### src/rtl/decode_pkg.sv
// Shared constants for the pipelined instruction-to-state decoder:
// control-unit entry states, MIPS32 opcode/funct fields, memory size codes
// and the packed decode record that the queue stores per instruction.
package decode_pkg;

  // Control-unit entry states; ST_FETCH doubles as "not recognised"
  localparam logic [5:0] ST_FETCH = 6'd0;
  localparam logic [5:0] ST_ADDU  = 6'd6;
  localparam logic [5:0] ST_STORE = 6'd7;
  localparam logic [5:0] ST_BEQ   = 6'd11;
  localparam logic [5:0] ST_LOAD  = 6'd13;
  localparam logic [5:0] ST_SUBU  = 6'd17;
  localparam logic [5:0] ST_ADDIU = 6'd18;
  localparam logic [5:0] ST_SLTU  = 6'd19;
  localparam logic [5:0] ST_SLTIU = 6'd20;
  localparam logic [5:0] ST_CLO   = 6'd21;
  localparam logic [5:0] ST_CLZ   = 6'd22;
  localparam logic [5:0] ST_AND   = 6'd23;
  localparam logic [5:0] ST_ANDI  = 6'd24;
  localparam logic [5:0] ST_OR    = 6'd25;
  localparam logic [5:0] ST_ORI   = 6'd26;
  localparam logic [5:0] ST_XOR   = 6'd27;
  localparam logic [5:0] ST_XORI  = 6'd28;
  localparam logic [5:0] ST_NOR   = 6'd29;
  localparam logic [5:0] ST_LUI   = 6'd30;
  localparam logic [5:0] ST_SLL   = 6'd31;
  localparam logic [5:0] ST_SRA   = 6'd32;
  localparam logic [5:0] ST_SRL   = 6'd33;
  localparam logic [5:0] ST_MOVN  = 6'd34;
  localparam logic [5:0] ST_MOVZ  = 6'd35;
  localparam logic [5:0] ST_BGEZ  = 6'd37;
  localparam logic [5:0] ST_BGTZ  = 6'd39;
  localparam logic [5:0] ST_BNE   = 6'd41;
  localparam logic [5:0] ST_J     = 6'd43;
  localparam logic [5:0] ST_JAL   = 6'd44;
  localparam logic [5:0] ST_JR    = 6'd45;

  // Primary opcodes (instr[31:26])
  localparam logic [5:0] OP_SPECIAL  = 6'h00;
  localparam logic [5:0] OP_REGIMM   = 6'h01;
  localparam logic [5:0] OP_J        = 6'h02;
  localparam logic [5:0] OP_JAL      = 6'h03;
  localparam logic [5:0] OP_BEQ      = 6'h04;
  localparam logic [5:0] OP_BNE      = 6'h05;
  localparam logic [5:0] OP_BGTZ     = 6'h07;
  localparam logic [5:0] OP_ADDIU    = 6'h09;
  localparam logic [5:0] OP_SLTIU    = 6'h0B;
  localparam logic [5:0] OP_ANDI     = 6'h0C;
  localparam logic [5:0] OP_ORI      = 6'h0D;
  localparam logic [5:0] OP_XORI     = 6'h0E;
  localparam logic [5:0] OP_LUI      = 6'h0F;
  localparam logic [5:0] OP_SPECIAL2 = 6'h1C;
  localparam logic [5:0] OP_LB       = 6'h20;
  localparam logic [5:0] OP_LH       = 6'h21;
  localparam logic [5:0] OP_LW       = 6'h23;
  localparam logic [5:0] OP_LBU      = 6'h24;
  localparam logic [5:0] OP_LHU      = 6'h25;
  localparam logic [5:0] OP_SB       = 6'h28;
  localparam logic [5:0] OP_SH       = 6'h29;
  localparam logic [5:0] OP_SW       = 6'h2B;

  // SPECIAL funct codes (instr[5:0])
  localparam logic [5:0] FN_SLL  = 6'h00;
  localparam logic [5:0] FN_SRL  = 6'h02;
  localparam logic [5:0] FN_SRA  = 6'h03;
  localparam logic [5:0] FN_JR   = 6'h08;
  localparam logic [5:0] FN_MOVZ = 6'h0A;
  localparam logic [5:0] FN_MOVN = 6'h0B;
  localparam logic [5:0] FN_ADDU = 6'h21;
  localparam logic [5:0] FN_SUBU = 6'h23;
  localparam logic [5:0] FN_AND  = 6'h24;
  localparam logic [5:0] FN_OR   = 6'h25;
  localparam logic [5:0] FN_XOR  = 6'h26;
  localparam logic [5:0] FN_NOR  = 6'h27;
  localparam logic [5:0] FN_SLTU = 6'h2B;

  // SPECIAL2 funct codes
  localparam logic [5:0] FN_CLZ = 6'h20;
  localparam logic [5:0] FN_CLO = 6'h21;

  // rt selectors distinguishing the branch-on-sign forms
  localparam logic [4:0] RT_BGEZ = 5'b00001;
  localparam logic [4:0] RT_BGTZ = 5'b00000;

  // Memory access size encodings
  localparam logic [1:0] MEM_NONE = 2'b00;
  localparam logic [1:0] MEM_BYTE = 2'b01;
  localparam logic [1:0] MEM_HALF = 2'b10;
  localparam logic [1:0] MEM_WORD = 2'b11;

  // One decoded instruction as held in the queue
  typedef struct packed {
    logic [5:0] state;
    logic [1:0] mem_size;
    logic       mem_signed;
    logic       illegal;
  } decode_t;

endpackage

### src/rtl/instr_decode_comb.sv
// Pure combinational MIPS32 instruction decoder: maps an instruction word to
// its control-unit entry state, memory access size/sign and an illegal flag.
// Jump forms (J/JAL/JR) are only recognised when EXT_EN is non-zero.
module instr_decode_comb
  import decode_pkg::*;
#(
  parameter int EXT_EN = 1
) (
  input  logic [31:0] instr,
  output decode_t     dec
);

  logic [5:0] opcode;
  logic [5:0] funct;
  logic [4:0] rt;
  logic [5:0] st;
  logic [1:0] size;
  logic       sgn;
  logic       unused_fields;

  assign opcode = instr[31:26];
  assign funct  = instr[5:0];
  assign rt     = instr[20:16];
  assign unused_fields = ^{instr[25:21], instr[15:6]};

  // Table lookup; every legal state is non-zero, so ST_FETCH marks illegal
  always_comb begin
    st   = ST_FETCH;
    size = MEM_NONE;
    sgn  = 1'b0;
    unique case (opcode)
      OP_SPECIAL: begin
        case (funct)
          FN_ADDU: st = ST_ADDU;
          FN_SUBU: st = ST_SUBU;
          FN_SLTU: st = ST_SLTU;
          FN_AND:  st = ST_AND;
          FN_OR:   st = ST_OR;
          FN_XOR:  st = ST_XOR;
          FN_NOR:  st = ST_NOR;
          FN_SLL:  st = ST_SLL;
          FN_SRA:  st = ST_SRA;
          FN_SRL:  st = ST_SRL;
          FN_MOVN: st = ST_MOVN;
          FN_MOVZ: st = ST_MOVZ;
          FN_JR:   if (EXT_EN != 0) st = ST_JR;
          default: st = ST_FETCH;
        endcase
      end
      OP_SPECIAL2: begin
        if (funct == FN_CLO) st = ST_CLO;
        else if (funct == FN_CLZ) st = ST_CLZ;
      end
      OP_REGIMM: if (rt == RT_BGEZ) st = ST_BGEZ;
      OP_BGTZ:   if (rt == RT_BGTZ) st = ST_BGTZ;
      OP_BEQ:    st = ST_BEQ;
      OP_BNE:    st = ST_BNE;
      OP_ADDIU:  st = ST_ADDIU;
      OP_SLTIU:  st = ST_SLTIU;
      OP_ANDI:   st = ST_ANDI;
      OP_ORI:    st = ST_ORI;
      OP_XORI:   st = ST_XORI;
      OP_LUI:    st = ST_LUI;
      OP_J:      if (EXT_EN != 0) st = ST_J;
      OP_JAL:    if (EXT_EN != 0) st = ST_JAL;
      OP_LB:     begin st = ST_LOAD;  size = MEM_BYTE; sgn = 1'b1; end
      OP_LH:     begin st = ST_LOAD;  size = MEM_HALF; sgn = 1'b1; end
      OP_LW:     begin st = ST_LOAD;  size = MEM_WORD; sgn = 1'b1; end
      OP_LBU:    begin st = ST_LOAD;  size = MEM_BYTE; end
      OP_LHU:    begin st = ST_LOAD;  size = MEM_HALF; end
      OP_SB:     begin st = ST_STORE; size = MEM_BYTE; end
      OP_SH:     begin st = ST_STORE; size = MEM_HALF; end
      OP_SW:     begin st = ST_STORE; size = MEM_WORD; end
      default:   st = ST_FETCH;
    endcase
  end

  assign dec.state      = st;
  assign dec.mem_size   = size;
  assign dec.mem_signed = sgn;
  assign dec.illegal    = (st == ST_FETCH);

endmodule

### src/rtl/pipelined_state_decoder.sv
// Buffered instruction-to-state decoder. Instructions are decoded as they are
// pushed and the decoded records are queued in a DEPTH-entry FIFO; the head
// record is presented to the control unit with a valid/ready handshake.
// A saturating counter tracks how many illegal instructions were accepted.
module pipelined_state_decoder
  import decode_pkg::*;
#(
  parameter int STATE_W = 7,
  parameter int DEPTH   = 4,
  parameter int EXT_EN  = 1,
  parameter int CNT_W   = 16
) (
  input  logic               clk,
  input  logic               reset,
  input  logic               flush,
  input  logic               in_valid,
  output logic               in_ready,
  input  logic [31:0]        instr,
  output logic               out_valid,
  input  logic               out_ready,
  output logic [STATE_W-1:0] state_sel,
  output logic [1:0]         mem_size,
  output logic               mem_signed,
  output logic               illegal,
  output logic [CNT_W-1:0]   illegal_cnt
);

  localparam int PTR_W  = $clog2(DEPTH);
  localparam int CNT_QW = PTR_W + 1;

  decode_t           in_dec;
  decode_t           head;
  decode_t           fifo_mem [DEPTH];
  logic [PTR_W-1:0]  wr_ptr;
  logic [PTR_W-1:0]  rd_ptr;
  logic [CNT_QW-1:0] count;
  logic              full;
  logic              empty;
  logic              push;
  logic              pop;

  instr_decode_comb #(.EXT_EN(EXT_EN)) u_decode (
    .instr (instr),
    .dec   (in_dec)
  );

  assign full      = (count == CNT_QW'(DEPTH));
  assign empty     = (count == '0);
  assign in_ready  = !full;
  assign out_valid = !empty;
  assign push      = in_valid && !full && !flush;
  assign pop       = out_valid && out_ready && !flush;

  // Queue pointers and occupancy; flush empties the queue and wins over push/pop
  always_ff @(posedge clk or posedge reset) begin
    if (reset) begin
      wr_ptr <= '0;
      rd_ptr <= '0;
      count  <= '0;
    end else if (flush) begin
      wr_ptr <= '0;
      rd_ptr <= '0;
      count  <= '0;
    end else begin
      if (push) wr_ptr <= wr_ptr + PTR_W'(1);
      if (pop)  rd_ptr <= rd_ptr + PTR_W'(1);
      case ({push, pop})
        2'b10:   count <= count + CNT_QW'(1);
        2'b01:   count <= count - CNT_QW'(1);
        default: count <= count;
      endcase
    end
  end

  // Storage for decoded records; contents are only observed through valid pointers
  always_ff @(posedge clk) begin
    if (push) fifo_mem[wr_ptr] <= in_dec;
  end

  // Saturating count of accepted illegal instructions, survives flush
  always_ff @(posedge clk or posedge reset) begin
    if (reset) begin
      illegal_cnt <= '0;
    end else if (push && in_dec.illegal && (illegal_cnt != '1)) begin
      illegal_cnt <= illegal_cnt + CNT_W'(1);
    end
  end

  assign head = fifo_mem[rd_ptr];

  // Head presentation, forced to zero when empty so no stale record leaks out
  always_comb begin
    state_sel  = '0;
    mem_size   = MEM_NONE;
    mem_signed = 1'b0;
    illegal    = 1'b0;
    if (!empty) begin
      state_sel  = STATE_W'(head.state);
      mem_size   = head.mem_size;
      mem_signed = head.mem_signed;
      illegal    = head.illegal;
    end
  end

endmodule
### config.mk
export PLATFORM = sky130hd
export DESIGN_NAME = pipelined_state_decoder
export DESIGN_NICKNAME = d
export VERILOG_FILES = /design/src/rtl/decode_pkg.sv /design/src/rtl/instr_decode_comb.sv /design/src/rtl/pipelined_state_decoder.sv
export SDC_FILE = /design/constraint.sdc
export NUM_CORES = 1
export LEC_CHECK = 0
export CAP_MARGIN = 20
export CORE_MARGIN = 1
export CORE_UTILIZATION = 29
export DETAILED_ROUTE_END_ITERATION = 10
export DONT_BUFFER_PORTS = 1
export SETUP_SLACK_MARGIN = 0.02
export SYNTH_ARGS = -nofsm -noshare
export SYNTH_HDL_FRONTEND = slang
export SYNTH_HIERARCHICAL = 1
export SYNTH_SLANG_ARGS = --single-unit
### constraint.sdc
create_clock -name clk -period 2 [get_ports clk]
set_clock_uncertainty 0.1 [all_clocks]
set_input_delay 0.5 -clock clk [delete_from_list [all_inputs] [get_ports clk]]
set_output_delay 0.5 -clock clk [all_outputs]
set_load 0.005 [all_outputs]
==> results.toml, run 1 <==
[floorplanning]
row_count = 38
initial_core_util_pct = 30.1
dieHeight_um = 109
coreArea_mm2 = 0.0110
die_w_um = 109
pin_count = 66
die_area_mm2 = 0.0118

[logic_synthesis]
yosys_warnings = 6
ys_seq_area_share_pct = 53.7
synth_area_per_cell_um2 = 12.0
synth_enable_flop_cells = 40
syn-cell-area_mm2 = 0.00331
synthesis.instances = 276
ys_ff_latch = 63
ys_types = 55
synth_fp_nets = 319
ys_async_sr_fraction_pct = 36.5
synth_flop_cell = "edfxtp_1"

[final_layout]
design_area_mm2 = 0.00442
final_cells = 474
syn2layout_area_growth_pct = 33.4
layout.nets = 372
diodes = 0
drive_gt1_share_pct = 40.7

[clock_tree]
htreeDepth = 3
clock_latency_ns = 0.32
path_clk_slew_ns = 0.06
cts_buffers = 9
root_buffer = "clkbuf_16"
cts.path.max_buffers = 2
postCtsHoldBufs = 0
cts_tree = "built"
cts_num_sinks = 63

[power]
vdd_ir_drop_max_mv = 0.618
p_leak_nw = 1.75
power_density_mw_per_mm2 = 1050

[flow_run]
drv_cap = 0

[global_route]
grt_pass1_wl_um = 11400
track_usage_pct = 12.8
antenna_found_initial = 0
grt_max_degree = 24
grt_pass1_vias = 2286
overflow = 0

[placed_design]
pre_cts_ws_ns = -0.474
io_buffers = 0
gp_congestion = 0.770
dpl-instance-area_mm2 = 0.00380
dp_hpwl_um = 5100
dp.cells = 442

[timing]
post-route-period-util_pct = 108
max_slew_margin_pct = 67.0
min_period_ns = 2.17
setup_viol = 26
worst_pin_slew_ns = 0.483
postLayoutSetupSlackWorst_ns = -0.169
grt_setup_unrepaired = "true"
slew_viol_final = 0
finalHoldViolCount = 0
fmax_mhz = 461

[drt]
ant_nets = 0
drt_wl_total_um = 7320
wire_per_inst_um = 15.4
drc = 0
via_count = 2357
drtIter0Drc = 77
firstDrtPassIters = 4
vias_per_cell = 4.97

[worst_setup_path]
path_class = "register to output pin"
critPathRequiredTime_ns = 1.40
worstPathMaxFanout = 6
critical-path-max-stage-delay_ns = 0.53
crit_path_start_kind = "register"
path_cells = "buf_12 > mux4_2 > and2_4"
cp-end-kind = "output pin"
cp.arrival_ns = 1.57
cpMaxStageDelayCell = "mux4_2"

[outcome]
outcome = "finished with violations"
violations = "negative setup slack"

[hold_path]
hp-class = "primary input to asynchronous set/reset pin"
-- through the flow --
stage | hold WS (ns) | utilization [%] | total power [mW] | TNS (ns)
floorplan | 0.376 | - | 2.35 | -6.86
detailed placement | 0.355 | 34.6 | 2.70 | -8.99
global route | 0.0376 | 40.2 | 4.85 | -4.60
CTS | 0.00523 | 39.2 | 4.58 | -2.55
global placement | 0.350 | 34.6 | 2.67 | -8.28
finish | 0.0105 | 40.2 | 4.62 | -2.60
-- power by group --
| part | leakage [nW] | internal [mW] | switching, mW |
|---|---|---|---|
| Sequential | 0.680 | 1.52 | 0.0929 |
| Clock | 0.157 | 1.10 | 0.582 |
| Combinational | 0.917 | 0.753 | 0.567 |
| Total | 1.75 | 3.37 | 1.24 |
-- registers in the layout, indices dropped and copies added, names as in the netlist --
register,flops
illegal_cnt,16
count,3
wr_ptr,2
rd_ptr,2
fifo_mem,40
-- layer usage --
layer | part of all wire, % | track usage (%) | routed length (um) | vias to the layer above
li1 | - | - | - | 1131
met3 | 4.6 | 4.00 | 340 | 7
met4 | 1.2 | 4.05 | 90 | 0
met5 | 0 | 0 | 0 | -
met1 | 46 | 16.7 | 3340 | 1172
met2 | 49 | 20.3 | 3550 | 47
-- logic make-up after synthesis --
family	after synthesis	share of synthesized area (%)
other cells	1	0.113
mux	13	7.79
compound gates	39	8.85
fa+ha+maj	6	2.50
xor+xnor	20	5.52
buf+inv	22	2.99
simple gates	112	18.6
flops	63	53.7
-- cell type report --
cell class,count,area (um2)
multi-input combinational,191,1630
inverter,8,33.8
fill,1028,6570
clock inverter,7,103
clock buffer,9,225
sequential,63,1780
timing repair buffer,56,470
tap,140,175
-- path summary, 6_finish.rpt --
| path | from | endpoint | slack, ns | cells after the start |
|---|---|---|---|---|
| min | reset | count[2]$_DFFE_PP0P_ | 0.01 | 2 |
| min reg2reg | illegal_cnt[7]$_DFFE_PP0P_ | illegal_cnt[7]$_DFFE_PP0P_ | 0.43 | 1 |
| max in group asynchronous | reset | rd_ptr[0]$_DFFE_PP0P_ | 1.54 | 2 |
| max | rd_ptr[0]$_DFFE_PP0P_ | state_sel[5] | -0.17 | 3 |
| min in group clk | flush | count[2]$_DFFE_PP0P_ | 0.13 | 1 |
| max reg2reg | count[0]$_DFFE_PP0P_ | count[2]$_DFFE_PP0P_ | 0.01 | 10 |
-- worst max-delay path, delay by kind of cell (launching register included) --
| family | cells | cell delay [ns] |
|---|---|---|
| buffers and inverters | 1 | 0.14 |
| flip-flops | 1 | 0.40 |
| multiplexers | 1 | 0.53 |
| AND/OR/NAND/NOR | 1 | 0.16 |
-- Yosys cell counts (3+ instances only) --
cell / number / area, um2
o211ai_1: 3 / 22.5
xor2_1: 7 / 61.3
edfxtp_1: 40 / 1200
xnor2_1: 12 / 105
clkbuf_1: 10 / 37.5
inv_1: 8 / 30.0
or3_1: 3 / 18.8
and3_1: 3 / 18.8
o21ai_0: 6 / 30.0
nand2_1: 23 / 86.3
nor2_1: 20 / 75.1
a31oi_1: 3 / 18.8
ha_1: 5 / 62.6
nand2b_1: 5 / 31.3
and2_1: 16 / 100
nand4_1: 7 / 43.8
nand3_1: 10 / 50.1
a21oi_1: 10 / 50.1
mux4_2: 10 / 225
nor3_1: 5 / 25.0
nor4_1: 3 / 18.8
dfrtp_1: 23 / 576
-- layout by cell type, fill, tap and decap left out, types with 3 or more instances in the layout --
master	synthesis	routed
nor2_1	20	16
o211ai_1	3	3
ha_1	5	5
edfxtp_1	40	40
dfrtp_1	23	22
nand2_2	1	4
buf_4	2	51
nor3_1	5	4
xnor2_1	12	10
xor2_1	7	7
o21ai_0	6	5
nand3_2	0	3
or4_4	2	3
nand4_1	7	7
nand2_1	23	18
inv_1	8	7
and2_1	16	5
clkbuf_16	0	10
inv_6	0	3
a21oi_1	10	9
nand3_1	10	6
and3_1	3	3
nand2b_1	5	4
and2_4	0	11
nor2_2	0	3
mux4_2	10	10
-- what timing repair did --
item                       CTS  global route
pin swaps                   29            23
setup endpoints to repair   31            36
hold endpoints to repair     0             0
buffers inserted            11             6
cloned                       0             1
resized for setup           25            12
No activity file was read; power rests on OpenSTA's default activity.
==> run 2, diff against run 1 <==
clock period = 2.12 ns   (was 2 ns; I/O delays follow)
==> results.toml, run 2 (synthesis gave the netlist of run 1 again) <==
[drt]
firstDrtPassIters = 4
wire_per_inst_um = 15.0
via_count = 2318
drc = 0
vias_per_cell = 4.96
ant_nets = 0
drtIter0Drc = 70
drt_wl_total_um = 7010

[timing]
setup_viol = 13
fmax_mhz = 456
finalHoldViolCount = 0
postLayoutSetupSlackWorst_ns = -0.0749
min_period_ns = 2.19
post-route-period-util_pct = 104
grt_setup_unrepaired = "true"
slew_viol_final = 0

[worst_setup_path]
path_class = "register to output pin"
critPathTopFamily = "multiplexers"
worst-path-buf-inv = 1
cp.arrival_ns = 1.56
critical-path-max-stage-delay_ns = 0.52
path_cells = "buf_12 > mux4_2 > and2_4"
crit_path_start_kind = "register"
critPathRequiredTime_ns = 1.49
worstPathMaxFanout = 6
cp-end-kind = "output pin"
cpMaxStageDelayCell = "mux4_2"

[placed_design]
io_buffers = 0
dp_hpwl_um = 4960
gp_congestion = 0.735

[final_layout]
layout.nets = 365
top_register = "fifo_mem"
final_util_pct = 39.3
final_common_cell = "buf_4"
drive_gt1_share_pct = 37.9
fill_cells = 1027
syn2layout_area_growth_pct = 30.5
diodes = 0
layout_common_cells = "buf_4 (43), edfxtp_1 (40), dfrtp_1 (22), nand2_1 (20), nor2_1 (17)"
largest_reg_flops = 40
largestRegisters = "fifo_mem x40, illegal_cnt x16, count x3"

[hold_path]
hp-class = "primary input to asynchronous set/reset pin"

[floorplanning]
pin_count = 66
die_w_um = 109
die_area_mm2 = 0.0118
dieHeight_um = 109
row_count = 38
initial_core_util_pct = 30.1
coreArea_mm2 = 0.0110

[global_route]
overflow = 0
antenna_found_initial = 0
grt_pass1_wl_um = 11200
grt_pass1_vias = 2306
grt_max_degree = 24
track_usage_pct = 12.5

[outcome]
violations = "negative setup slack"
outcome = "finished with violations"

[clock_tree]
clock_latency_ns = 0.32
path_clk_slew_ns = 0.06
htreeDepth = 3
cts_buffers = 9
cts.path.max_buffers = 2
postCtsHoldBufs = 0
cts_tree = "built"
cts_num_sinks = 63
root_buffer = "clkbuf_16"

[flow_run]
drv_cap = 0

[power]
vdd_ir_drop_max_mv = 0.418
power_density_mw_per_mm2 = 986
p_leak_nw = 1.70
total_power_mw = 4.26
-- run 2: final timing paths --
check / slack [ns] / endpoint / cells after the start / start
setup / recovery: -0.07 / state_sel[5] / 3 / rd_ptr[0]$_DFFE_PP0P_
hold / removal: 0.03 / count[2]$_DFFE_PP0P_ / 2 / reset
setup reg to reg: 0.10 / count[2]$_DFFE_PP0P_ / 9 / count[1]$_DFFE_PP0P_
hold reg to reg: 0.42 / illegal_cnt[13]$_DFFE_PP0P_ / 1 / illegal_cnt[13]$_DFFE_PP0P_
max in group asynchronous: 1.64 / rd_ptr[0]$_DFFE_PP0P_ / 2 / reset
min in group clk: 0.16 / count[2]$_DFFE_PP0P_ / 1 / flush
-- run 2: worst reg2reg max path: cells and delay by family (launching register included) --
kind,cells,cell delay (ns)
simple gates,5,0.87
flops,1,0.39
compound gates,3,0.33
fa+ha+maj,1,0.26
-- run 2: routing by layer --
| metal | GRT usage, % | vias up | wire length (um) |
|---|---|---|---|
| li1 | - | 1115 | - |
| met1 | 15.5 | 1144 | 3030 |
| met2 | 20.5 | 52 | 3510 |
| met3 | 4.00 | 7 | 420 |
| met4 | 3.96 | 0 | 59 |
| met5 | 0 | - | 0 |
-- run 2: repair_timing --
| item | in CTS | in global routing |
|---|---|---|
| endpoints found under the setup margin | 23 | 27 |
| resized for setup | 19 | 18 |
| setup buffers | 5 | 7 |
| gates cloned | 0 | 1 |
| pin swaps | 11 | 25 |
| hold endpoints to repair | 0 | 0 |
-- run 2: cell type report --
type	instances	area, um2	area share (%)
tap	140	175	4.06
multi-input combinational	191	1590	36.8
inverter	8	33.8	0.782
clock inverter	7	103	2.38
clock buffer	9	225	5.22
sequential	63	1780	41.2
timing repair buffer	49	413	9.56
-- run 2: power breakdown --
part | switching [mW] | total, mW | leakage [nW] | internal [mW]
Combinational | 0.493 | 1.15 | 0.860 | 0.653
Clock | 0.533 | 1.57 | 0.157 | 1.04
Sequential | 0.104 | 1.54 | 0.680 | 1.43
-- run 2: per-stage QoR --
stage	instances	setup TNS (ns)	hold slack [ns]	cell area (um2)	setup WS, ns
floorplan	276	-4.96	0.376	3380	-0.317
global placement	438	-6.18	0.380	3730	-0.366
detailed placement	438	-6.52	0.381	3730	-0.399
CTS	459	-0.814	0.0316	4170	-0.108
global route	467	-1.48	0.0690	4320	-0.123
finish	467	-0.536	0.0334	4320	-0.0749
